--- config.mk ---
export PLATFORM = sky130hd
export DESIGN_NAME = ps2_packet_rx
export DESIGN_NICKNAME = d
export VERILOG_FILES = /design/src/rtl/ps2_packet_rx.sv
export SDC_FILE = /design/constraint.sdc
export NUM_CORES = 1
export LEC_CHECK = 0
export ABC_AREA = 1
export BUFFER_PORTS_ARGS = -buffer_cell sky130_fd_sc_hd__buf_2
export CAP_MARGIN = 20
export CORE_ASPECT_RATIO = 1.25
export CORE_UTILIZATION = 25
export DETAILED_ROUTE_END_ITERATION = 16
export GPL_TIMING_DRIVEN = 0
export REMOVE_ABC_BUFFERS = 1
export SYNTH_ARGS = -nofsm -noshare
export SYNTH_HDL_FRONTEND = slang
export SYNTH_SLANG_ARGS = --single-unit
--- constraint.sdc ---
create_clock -name clk -period 3.9 [get_ports clk]
set_input_delay 0.195 -clock clk [delete_from_list [all_inputs] [get_ports clk]]
set_output_delay 0.195 -clock clk [all_outputs]
set_load 0.01 [all_outputs]
--- src/rtl/ps2_packet_rx.sv ---
// PS/2 mouse packet receiver: synchronises pins, deframes characters, assembles packets.
// Define PS2_PARITY_CHECK_EN to reject bytes with bad odd parity.
module ps2_packet_rx #(
    parameter int PACKET_BYTES   = 3,
    parameter int SYNC_STAGES    = 2,
    parameter int TIMEOUT_CYCLES = 100000
) (
    input  logic                      clk,
    input  logic                      rst,
    input  logic                      ps2_clk,
    input  logic                      ps2_data,
    input  logic                      pkt_ready,
    output logic                      pkt_valid,
    output logic [8*PACKET_BYTES-1:0] pkt_data,
    output logic [2:0]                btn,
    output logic [8:0]                dx,
    output logic [8:0]                dy,
    output logic                      frame_err,
    output logic                      parity_err,
    output logic                      overrun
);

    localparam int W  = 8 * PACKET_BYTES;
    localparam int TW = $clog2(TIMEOUT_CYCLES + 1);
    localparam int IW = $clog2(PACKET_BYTES);

    typedef enum logic [1:0] {
        IDLE,
        DATA,
        PARITY,
        STOP
    } state_t;

    logic [SYNC_STAGES-1:0] clk_sync;
    logic [SYNC_STAGES-1:0] data_sync;
    logic                   clk_prev;
    logic                   fall;
    logic                   bit_in;

    state_t         state, state_n;
    logic [2:0]     bit_cnt, bit_cnt_n;
    logic [7:0]     shift, shift_n;
    logic [IW-1:0]  idx, idx_n;
    logic [W-1:0]   asm_buf, asm_buf_n;
    logic [TW-1:0]  tmo, tmo_n;
    logic           done;
    logic           ferr_n;
    logic           busy;

`ifdef PS2_PARITY_CHECK_EN
    logic           par_bit, par_bit_n;
    logic           perr_n;
`endif

    // Synchronise both pins and remember the previous clock level for edge detect
    always_ff @(posedge clk) begin
        if (rst) begin
            clk_sync  <= '1;
            data_sync <= '1;
            clk_prev  <= 1'b1;
        end else begin
            clk_sync  <= {clk_sync[SYNC_STAGES-2:0], ps2_clk};
            data_sync <= {data_sync[SYNC_STAGES-2:0], ps2_data};
            clk_prev  <= clk_sync[SYNC_STAGES-1];
        end
    end

    assign fall   = clk_prev & ~clk_sync[SYNC_STAGES-1];
    assign bit_in = data_sync[SYNC_STAGES-1];
    assign busy   = (state != IDLE) || (idx != '0);

    // Receiver state register
    always_ff @(posedge clk) begin
        if (rst) begin
            state   <= IDLE;
            bit_cnt <= '0;
            shift   <= '0;
            idx     <= '0;
            asm_buf <= '0;
            tmo     <= '0;
`ifdef PS2_PARITY_CHECK_EN
            par_bit <= 1'b0;
`endif
        end else begin
            state   <= state_n;
            bit_cnt <= bit_cnt_n;
            shift   <= shift_n;
            idx     <= idx_n;
            asm_buf <= asm_buf_n;
            tmo     <= tmo_n;
`ifdef PS2_PARITY_CHECK_EN
            par_bit <= par_bit_n;
`endif
        end
    end

    // Bit deframing, byte assembly and idle timeout
    always_comb begin
        state_n   = state;
        bit_cnt_n = bit_cnt;
        shift_n   = shift;
        idx_n     = idx;
        asm_buf_n = asm_buf;
        done      = 1'b0;
        ferr_n    = 1'b0;
`ifdef PS2_PARITY_CHECK_EN
        par_bit_n = par_bit;
        perr_n    = 1'b0;
`endif
        if (fall) begin
            tmo_n = '0;
        end else if (tmo != TW'(TIMEOUT_CYCLES)) begin
            tmo_n = tmo + TW'(1);
        end else begin
            tmo_n = tmo;
        end

        if (fall) begin
            case (state)
                IDLE: begin
                    if (!bit_in) begin
                        state_n   = DATA;
                        bit_cnt_n = '0;
                    end
                end
                DATA: begin
                    shift_n   = {bit_in, shift[7:1]};
                    bit_cnt_n = bit_cnt + 3'd1;
                    if (bit_cnt == 3'd7) begin
                        state_n = PARITY;
                    end
                end
                PARITY: begin
`ifdef PS2_PARITY_CHECK_EN
                    par_bit_n = bit_in;
`endif
                    state_n = STOP;
                end
                default: begin
                    state_n = IDLE;
                    if (!bit_in) begin
                        ferr_n = 1'b1;
                        idx_n  = '0;
`ifdef PS2_PARITY_CHECK_EN
                    end else if (!(^{shift, par_bit})) begin
                        perr_n = 1'b1;
                        idx_n  = '0;
`endif
                    end else if (idx == '0 && !shift[3]) begin
                        ferr_n = 1'b1;
                    end else begin
                        for (int i = 0; i < PACKET_BYTES; i++) begin
                            if (idx == IW'(i)) begin
                                asm_buf_n[8*i +: 8] = shift;
                            end
                        end
                        if (idx == IW'(PACKET_BYTES - 1)) begin
                            done  = 1'b1;
                            idx_n = '0;
                        end else begin
                            idx_n = idx + IW'(1);
                        end
                    end
                end
            endcase
        end else if (busy && tmo == TW'(TIMEOUT_CYCLES)) begin
            state_n = IDLE;
            idx_n   = '0;
            ferr_n  = 1'b1;
            tmo_n   = '0;
        end
    end

    // Packet holding register with valid/ready handshake and error pulses
    always_ff @(posedge clk) begin
        if (rst) begin
            pkt_valid <= 1'b0;
            pkt_data  <= '0;
            btn       <= '0;
            dx        <= '0;
            dy        <= '0;
            frame_err <= 1'b0;
            overrun   <= 1'b0;
        end else begin
            frame_err <= ferr_n;
            overrun   <= 1'b0;
            if (done) begin
                if (!pkt_valid || pkt_ready) begin
                    pkt_valid <= 1'b1;
                    pkt_data  <= asm_buf_n;
                    btn       <= asm_buf_n[2:0];
                    dx        <= {asm_buf_n[4], asm_buf_n[15:8]};
                    dy        <= {asm_buf_n[5], asm_buf_n[23:16]};
                end else begin
                    overrun <= 1'b1;
                end
            end else if (pkt_ready) begin
                pkt_valid <= 1'b0;
            end
        end
    end

`ifdef PS2_PARITY_CHECK_EN
    // Parity failure pulse, aligned with the other error pulses
    always_ff @(posedge clk) begin
        if (rst) begin
            parity_err <= 1'b0;
        end else begin
            parity_err <= perr_n;
        end
    end
`else
    assign parity_err = 1'b0;
`endif

endmodule

Word level (Yosys, flattened, before mapping)
Index checks and enable logic that the tools add are counted.
{"block": "op_classes", "bitwise_logic": 3, "eq_ne": 13, "n_addsub": 3, "n_reduce_logical": 21, "muxes": 37}
{"op": "two-way mux 24 bit", "n": 4}
{"op": "two-way mux 17 bit", "n": 4}
{"op": "two-way mux 8 bit", "n": 3}
{"op": "two-way mux 2 bit", "n": 9}
{"op": "adder 17 x 1 -> 17 bit, second input constant", "n": 1}
{"op": "== test 17 bit, second input constant", "n": 1}
{"op": "inequality test 17 bit, second input constant", "n": 1}
{"op": "two-way mux 1 bit", "n": 14}
{"op": "nonzero test 2 bit", "n": 5}
{"op": "inequality test 3 bit, second input constant", "n": 3}
{"op": "AND reduction 3 bit", "n": 3}
{"op": "one-hot mux 2 bit (3 select lines)", "n": 1}
{"op": "one-hot mux 3 bit (2 select lines)", "n": 1}
{"op": "AND reduction 2 bit", "n": 3}
{"op": "== test 2 x 1 -> 1 bit, second input constant", "n": 2}
{"op": "== test 2 bit, second input constant", "n": 2}
{"op": "logical NOT 2 bit", "n": 2}
{"op": "inequality test 2 bit, second input constant", "n": 2}
{"op": "adder 3 x 1 -> 3 bit, second input constant", "n": 1}
{"op": "== test 3 bit, second input constant", "n": 1}
{"op": "two-way mux 3 bit", "n": 1}
{"op": "OR reduction 3 bit", "n": 1}
{"op": "adder 2 x 1 -> 2 bit, second input constant", "n": 1}
{"op": "logical AND 1 bit", "n": 2}
{"op": "other kinds (6)", "n": 9}
{"block": "word_totals", "wordCells": 93, "out_inout_bits": 49, "regBits": 109}

Logic depth before layout (Yosys ltp)
Gate-level depths: netlist (run 1).
{"block": "logic_depth", "ltp_word": 8, "mapped_depth": 9}

Worst setup path after synthesis (run 1)
OpenSTA, ideal clock, no wires.
{"block": "synth_timing", "path_type": "register to register", "start": "register tmo[1]", "end": "register tmo[14]", "t_required_ps": 3786, "synth_period_minus_slack_ps": 1390, "arrival_ps": 1275, "slack_ps": 2510, "stages_incl_launch_ff": 10, "cell_sequence": "dfxtp_1 -> ha_1 -> nand2_1 -> nor2_2 -> nand3_1 -> inv_2 -> nand2_1 -> nor2_1 -> xor2_1 -> nor2_1"}
{"block": "synth_between", "elab_chain_len": 5}
{"item": "start, declared", "line_no": "45", "text": "logic [TW-1:0] tmo, tmo_n;"}
{"item": "start signal, assigned", "line_no": "90", "text": "tmo <= tmo_n;"}
{"item": "adder 17 x 1 -> 17 bit / inequality test 17 bit (equally long branches)", "line_no": "113, 112"}
{"item": "two-way mux 17 bit", "line_no": "112", "text": "end else if (tmo != TW'(TIMEOUT_CYCLES)) begin"}
{"item": "two-way mux 17 bit", "line_no": "110", "text": "if (fall) begin"}
{"item": "two-way mux 17 bit", "line_no": "166", "text": "end else if (busy && tmo == TW'(TIMEOUT_CYCLES)) begin"}
{"item": "two-way mux 17 bit *", "line_no": "118", "text": "if (fall) begin"}
Mark *: on every way between the ends. The rest lies on a longest branch, timed or not.
A chain may end at the register's enable or synchronous reset.

Worst setup path after layout (run 1)
{"block": "layout_timing", "start": "register state[0]", "end": "register pkt_data[8]"}
{"block": "layout_between", "elab_chain_len": 5}
{"item": "start, declared", "line_no": "40", "text": "state_t state, state_n;"}
{"item": "start signal, assigned", "line_no": "85", "text": "state <= state_n;"}
{"item": "== test 2 bit (tied with other cells)", "line_no": "119", "text": "case (state)"}
{"item": "OR reduction 3 bit (no line) *"}
{"item": "two-way mux 1 bit", "line_no": "119"}
{"item": "two-way mux 1 bit", "line_no": "118"}
{"item": "AND reduction 2 bit (no line)"}
{"item": "end signal, assigned", "line_no": "190", "text": "pkt_data <= asm_buf_n;"}
{"item": "end, declared", "line_no": "14", "text": "output logic [8*PACKET_BYTES-1:0] pkt_data,"}
Marks and branches as above.

==> results of run 1 <==
## state kept, by name, indices dropped and copies added, names as in the netlist
name and flops:
asm_buf 16, frame_err 1, idx 2, overrun 1, pkt_data 23, state 2
clk_prev 1, pkt_valid 1, tmo 17, data_sync 2, clk_sync 2, shift 8
bit_cnt 3, dy 1
## cells in the mapped netlist, types with 2 or more instances
library cell  count  area share [%]
buf_1             2            0.22
nor2_1           53             5.9
dfxtp_1          80              47
or2_2             4            0.74
inv_2             4            0.44
a21o_1            8             1.8
clkbuf_1          5            0.56
nand3_1          10             1.5
and3_1            2            0.37
buf_2             5            0.74
ha_1              8             3.0
nor2_2            2            0.37
nand4_1           5            0.93
o21ai_0          33             4.9
inv_1            41             4.6
nor2_4            4             1.3
o21ai_1           7             1.0
nand3_2           2            0.59
nand2_1          38             4.2
nor3_1            6            0.89
xor2_1            8             2.1
a21oi_1          47             7.0
a31oi_1           3            0.56
buf_4            26             5.8
## kinds of logic (layout without fill, tap and decap cells)
group | Yosys count | after routing
DFF | 80 | 80
other | 1 | 1
adders and majority gates | 8 | 8
muxes | 1 | 1
and+or+nand+nor | 131 | 131
AOI/OAI and AO/OA | 101 | 101
xor gates and xnor gates | 9 | 9
buffers and inverters | 84 | 113
## metrics by stage
| step | area [sq um] | hold slack [ps] | setup slack [ps] | total power, mW | util, % |
|---|---|---|---|---|---|
| after floorplan | 3129 | 264.1 | 2188 | 0.8668 | - |
| after global placement | 3603 | 381.5 | 1760 | 0.8800 | 27.23 |
| after detailed placement | 3603 | 383.7 | 1665 | 0.8812 | 27.23 |
| after CTS | 3877 | 42.99 | 1702 | 1.657 | 29.30 |
| after global routing | 3877 | 53.48 | 1493 | 1.694 | 29.30 |
| final | 3877 | 53.86 | 1731 | 1.631 | 29.30 |
## per-layer routing
layer | share of wire [%] | track usage, % | up-vias
met4 | 1.8 | 4.012 | 0
met2 | 47 | 16.63 | 69
li1 | - | - | 1375
met5 | 0 | 0 | -
met1 | 47 | 12.14 | 1241
met3 | 4.3 | 2.620 | 13
## final cells by class
class | instances | area (sq um) | share of cell area, %
clock buffer | 13 | 260.3 | 6.712
tap | 171 | 214.0 | 5.518
sequential | 80 | 1602 | 41.30
timing repair buffer | 52 | 260.3 | 6.712
clock inverter | 2 | 13.76 | 0.3550
multi-input combinational | 251 | 1355 | 34.95
inverter | 46 | 172.7 | 4.453
## final timing paths
kind                                    from           end  cells past startpoint
worst max-delay path                state[0]   pkt_data[8]                      6
worst max register to register      state[0]   pkt_data[8]                      6
worst min register to register  data_sync[0]  data_sync[1]                      1
worst min-delay path                ps2_data  data_sync[0]                      2
## power by group
group / leakage, nW / total, mW / switching [mW] / internal [mW]
Clock: 0.136 / 0.768 / 0.304 / 0.464
Sequential: 0.646 / 0.826 / 0.00336 / 0.823
Combinational: 0.901 / 0.0366 / 0.0255 / 0.0111
==> metrics.yaml, run 1 <==
clk_path_buf_depth: 2
cts_tree: "done"
async_reset_ff_share_pct: 0
hold_path.class: "input pin to flop"
muxShareOfSynthArea_pct: 0.3336
core_sq_um: 13230
instances_no_fill: 615
relSlewSlack_pct: 39.12
layout_min_cycle_time_ps: 2169
syn_inst: 415
hpwl_um: 4617
synthAdderAreaFrac_pct: 2.965
worst-path-max-fanout: 41
htree_levels: 3
rrSetupSlack_ps: 1730
num_vias: 2698
std_cell_rows: 47
grt_max_degree: 42
yosysWarningCount: 0
grt_pass1_vias: 2472
clk_latency_ps: 320
powerDensity_nw_per_um2: 420.6
postSynth.topFlopCell: "dfxtp_1"
ys_seq_elements: 80
crit_chain: "ha_1 > nand3_2 > nor2_4 > o21ai_0 > a21o_1 > inv_1"
cts.clk_slew.worst_paths_ps: 60
ant_nets: 0
worst-path-buf-inv: 1
setup_viol: 0
numCtsBuffers: 9
grt_overflow: 0
drc_errors: 2
root_buffer: "clkbuf_16"
port_buffers: 52
synth_xor_area_share_pct: 2.335
post-route-period-util_pct: 55.60
critical_path.startpoint_type: "flop"
die_w_um: 105.9
final_common_cell: "dfxtp_1"
synth_top_family_by_area: "simple AND/OR/NAND/NOR gates"
violations: "design-rule violations"
grt_antenna_before_repair: 0
yosysUniqueCellTypes: 36
critPathSlowestCell: "nor2_4"
track_usage_pct: 9.973
status: "complete, but fails checks"
dr.pass1.iters: 10
drv_cap: 0
netlist_area_sq_um: 3376
tightest_slew_ps: 912.2
slowest_delay_ps: 720
final_nets: 453
vias_per_cell: 4.387
synthSimpleGateAreaFrac_pct: 18.35
finalMaxSlewViolations: 0
die_h_um: 131.9
diodes: 0
ir_worst_vdd_uv: 394.9
gp_congestion: 0.8224
cts.sinks: 80
clock_skew_ps: 5.564
wl_per_cell_um: 10.91
yosysSeqAreaShare_pct: 47.44
cts_setup_buffers: 0
crit_arrival_ps: 2440
cp_top_family: "simple AND/OR/NAND/NOR gates"
num-fill-cells: 1424
cts_resized: 0
max_freq_ghz: 0.4611
worstSetupPathType: "flop to flop"
synth_compound_area_share_pct: 16.05
die_area_sq_um: 13970
initial_core_util_pct: 25.51
hold_viol: 0
drive_gt1_share_pct: 19.37
ios: 54
fin_tns_setup_ps: 0
critPathRequiredTime_ps: 4170
p_leak_nw: 1.682
grt_pass1_wl_um: 11280
rsz0062_at_grt: "false"
initialDrtViolationCount: 96
holdBufCountCts: 0
final_cell_mix: "80 x dfxtp_1, 53 x nor2_1, 52 x buf_2"
synth_edf_count: 0
syn2layout_area_growth_pct: 14.86
wl_um: 6707
cp-end-kind: "flop"
placed_cells: 600
avgSynthCellArea_sq_um: 8.134
Power figures use the tool's default switching activity.
==> run 2, diff against run 1 <==
- clock period: 3.9 -> 2 ns (I/O delays scaled with it)
==> run 2 against run 1 <==
  * The flow still finishes with violations (design-rule violations)
  * Hold slack improved by 200 ps
  * Design area rose by 1.1%
  * Clock skew fell by 1.6 ps
  * Critical path depth did not move
  * Via count rose by 1.1%
  * Critical endpoint unchanged
  * Largest cell class unchanged
  * Largest power group unchanged
==> metrics.yaml, run 2 (synthesis gave the netlist of run 1 again) <==
drv_cap: 0  # unchanged
fin_hold_ws_ps: 256.3  # was 53.86 ps
worst-path-max-fanout: 21  # was 41
seq_power_share_pct: 50.5  # was 50.7%
worstSetupPathType: "flop to flop"  # unchanged
p_leak_nw: 1.691  # was 1.682 nW
critical_path.startpoint_type: "flop"  # unchanged
rsz0062_at_grt: "false"  # unchanged
largest_register_ffs: 23  # unchanged
dr.pass1.iters: 10  # unchanged
cts_tree: "done"  # unchanged
num_vias: 2728  # was 2698
final_core_utilization_pct: 29.64  # was 29.30%
p_int_mw: 2.533  # was 1.298 mW
cts.clk_slew.worst_paths_ps: 60  # about the same
comb_power_share_pct: 2.4  # was 2.2%
ant_nets: 0  # unchanged
ios: 54  # unchanged
finalMaxSlewViolations: 0  # unchanged
top_regs: "pkt_data x23, tmo x17, asm_buf x16"  # unchanged
worst_slack_ps: 221.0  # was 1731 ps
die_area_sq_um: 13970  # unchanged
grt_antenna_before_repair: 0  # unchanged
vias_per_cell: 4.414  # was 4.387
hold_path.class: "input pin to flop"  # unchanged
grt_overflow: 0  # unchanged
cts.sinks: 80  # unchanged
max_freq_ghz: 0.5621  # was 0.4611 GHz
seq_area_sq_um: 1602  # unchanged
grt_max_degree: 35  # was 42
syn2layout_area_growth_pct: 16.16  # was 14.86%
initialDrtViolationCount: 103  # was 96
slowest_delay_ps: 460  # was 720 ps
clk_latency_ps: 320  # about the same
port_buffers: 52  # unchanged
placed_cells: 600  # unchanged
root_buffer: "clkbuf_16"  # unchanged
setup_viol: 0  # unchanged
post-route-period-util_pct: 88.95  # was 55.60%
grt_pass1_wl_um: 11540  # was 11280 um
dp_slack_ps: -158.2  # was 1665 ps
grt_pass1_vias: 2500  # was 2472
switching_share_pct: 20.60  # was 20.44%
multi_input_area_sq_um: 1379  # was 1355 sq um
htree_levels: 3  # unchanged
powerDensity_nw_per_um2: 813.6  # was 420.6 nW/um^2
track_usage_pct: 10.22  # was 9.973%
clk_path_buf_depth: 2  # unchanged
std_cell_rows: 47  # unchanged
violations: "design-rule violations"  # unchanged
gp_congestion: 0.8224  # unchanged
drive_gt1_share_pct: 19.91  # was 19.37%
hpwl_um: 4617  # unchanged
final_cell_mix: "80 x dfxtp_1, 53 x nor2_1, 52 x buf_2"  # unchanged
num-fill-cells: 1418  # was 1424
p_clk_share_pct: 47.1  # about the same
final_nets: 456  # was 453
initial_core_util_pct: 25.51  # unchanged
drc_errors: 2  # unchanged
critPathSlowestCell: "nor2_4"  # unchanged
core_sq_um: 13230  # unchanged
crit_arrival_ps: 2050  # was 2440 ps
hold_viol: 0  # unchanged
numCtsBuffers: 9  # unchanged
largest_register: "pkt_data"  # unchanged
ir_worst_vdd_uv: 819.1  # was 394.9 uV
relSlewSlack_pct: 39.11  # was 39.12%
cts_setup_buffers: 0  # unchanged
status: "complete, but fails checks"  # unchanged
tightest_slew_ps: 912.3  # was 912.2 ps
layout_min_cycle_time_ps: 1779  # was 2169 ps
diodes: 0  # unchanged
critPathRequiredTime_ps: 2270  # was 4170 ps
final_common_cell: "dfxtp_1"  # unchanged
wl_um: 6907  # was 6707 um
crit_chain: "ha_2 > nand3_4 > nor2_4 > o21ai_0 > a21o_1 > inv_1"  # was ha_1 > nand3_2 > nor2_4 > o21ai_0 > a21o_1 > inv_1
instances_no_fill: 618  # was 615
clock_skew_ps: 3.963  # was 5.564 ps
wl_per_cell_um: 11.18  # was 10.91 um
die_h_um: 131.9  # unchanged
cp-end-kind: "flop"  # unchanged
die_w_um: 105.9  # unchanged
p_sw_mw: 0.6571  # was 0.3333 mW
-- run 2: critical path: cells and delay by family (launching register included) --
| kind | cells | cell delay [ps] |
|---|---|---|
| compound gates | 2 | 340 |
| fa+ha+maj | 1 | 280 |
| buf+inv | 1 | 40 |
| flops | 1 | 390 |
| simple gates | 2 | 660 |
-- run 2: layout make-up --
cell class | count | area share [%]
inverter | 46 | 4.403
timing repair buffer | 54 | 7.147
sequential | 80 | 40.84
clock inverter | 2 | 0.3510
multi-input combinational | 252 | 35.16
tap | 171 | 5.456
clock buffer | 13 | 6.637
-- run 2: layer usage --
metal	wire (um)	global-route usage (%)	vias up
li1	-	-	1379
met1	3257	12.60	1265
met2	3237	17.10	71
met3	289	2.521	13
met4	122	3.858	0
met5	0	0	-
-- run 2: repair_timing --
action / in CTS / in global routing
hold buffers: 2 / 0
endpoints found under the hold margin: 2 / 0
pin swaps: 1 / 1
cloned: 1 / 0
resized for setup: 2 / 2
setup endpoints to repair: 24 / 6
-- run 2: metrics by stage --
stage               cell area, sq um  power (mW)  setup TNS (ps)
global route                    3921       3.307               0
floorplan                       3129       1.690               0
detailed placement              3603       1.718           -3217
global placement                3603       1.716           -1435
finish                          3921       3.190               0
CTS                             3916       3.235               0
-- run 2: path summary, 6_finish.rpt --
| check | start | to | slack [ps] | cells past startpoint |
|---|---|---|---|---|
| max | state[0] | pkt_data[8] | 220 | 6 |
| min reg2reg | data_sync[0] | data_sync[1] | 410 | 1 |
| max reg2reg | state[0] | pkt_data[8] | 220 | 6 |
| min | rst | asm_buf[2] | 260 | 2 |
-- run 2: power by group through the flow --
stage                     registers (mW)  logic (mW)  clock network, mW
after global placement              1.65      0.0704                  0
final                               1.61      0.0753               1.50
after floorplan                     1.64      0.0457                  0
after global routing                1.61      0.0861               1.61
after CTS                           1.61      0.0760               1.55
after detailed placement            1.65      0.0723                  0
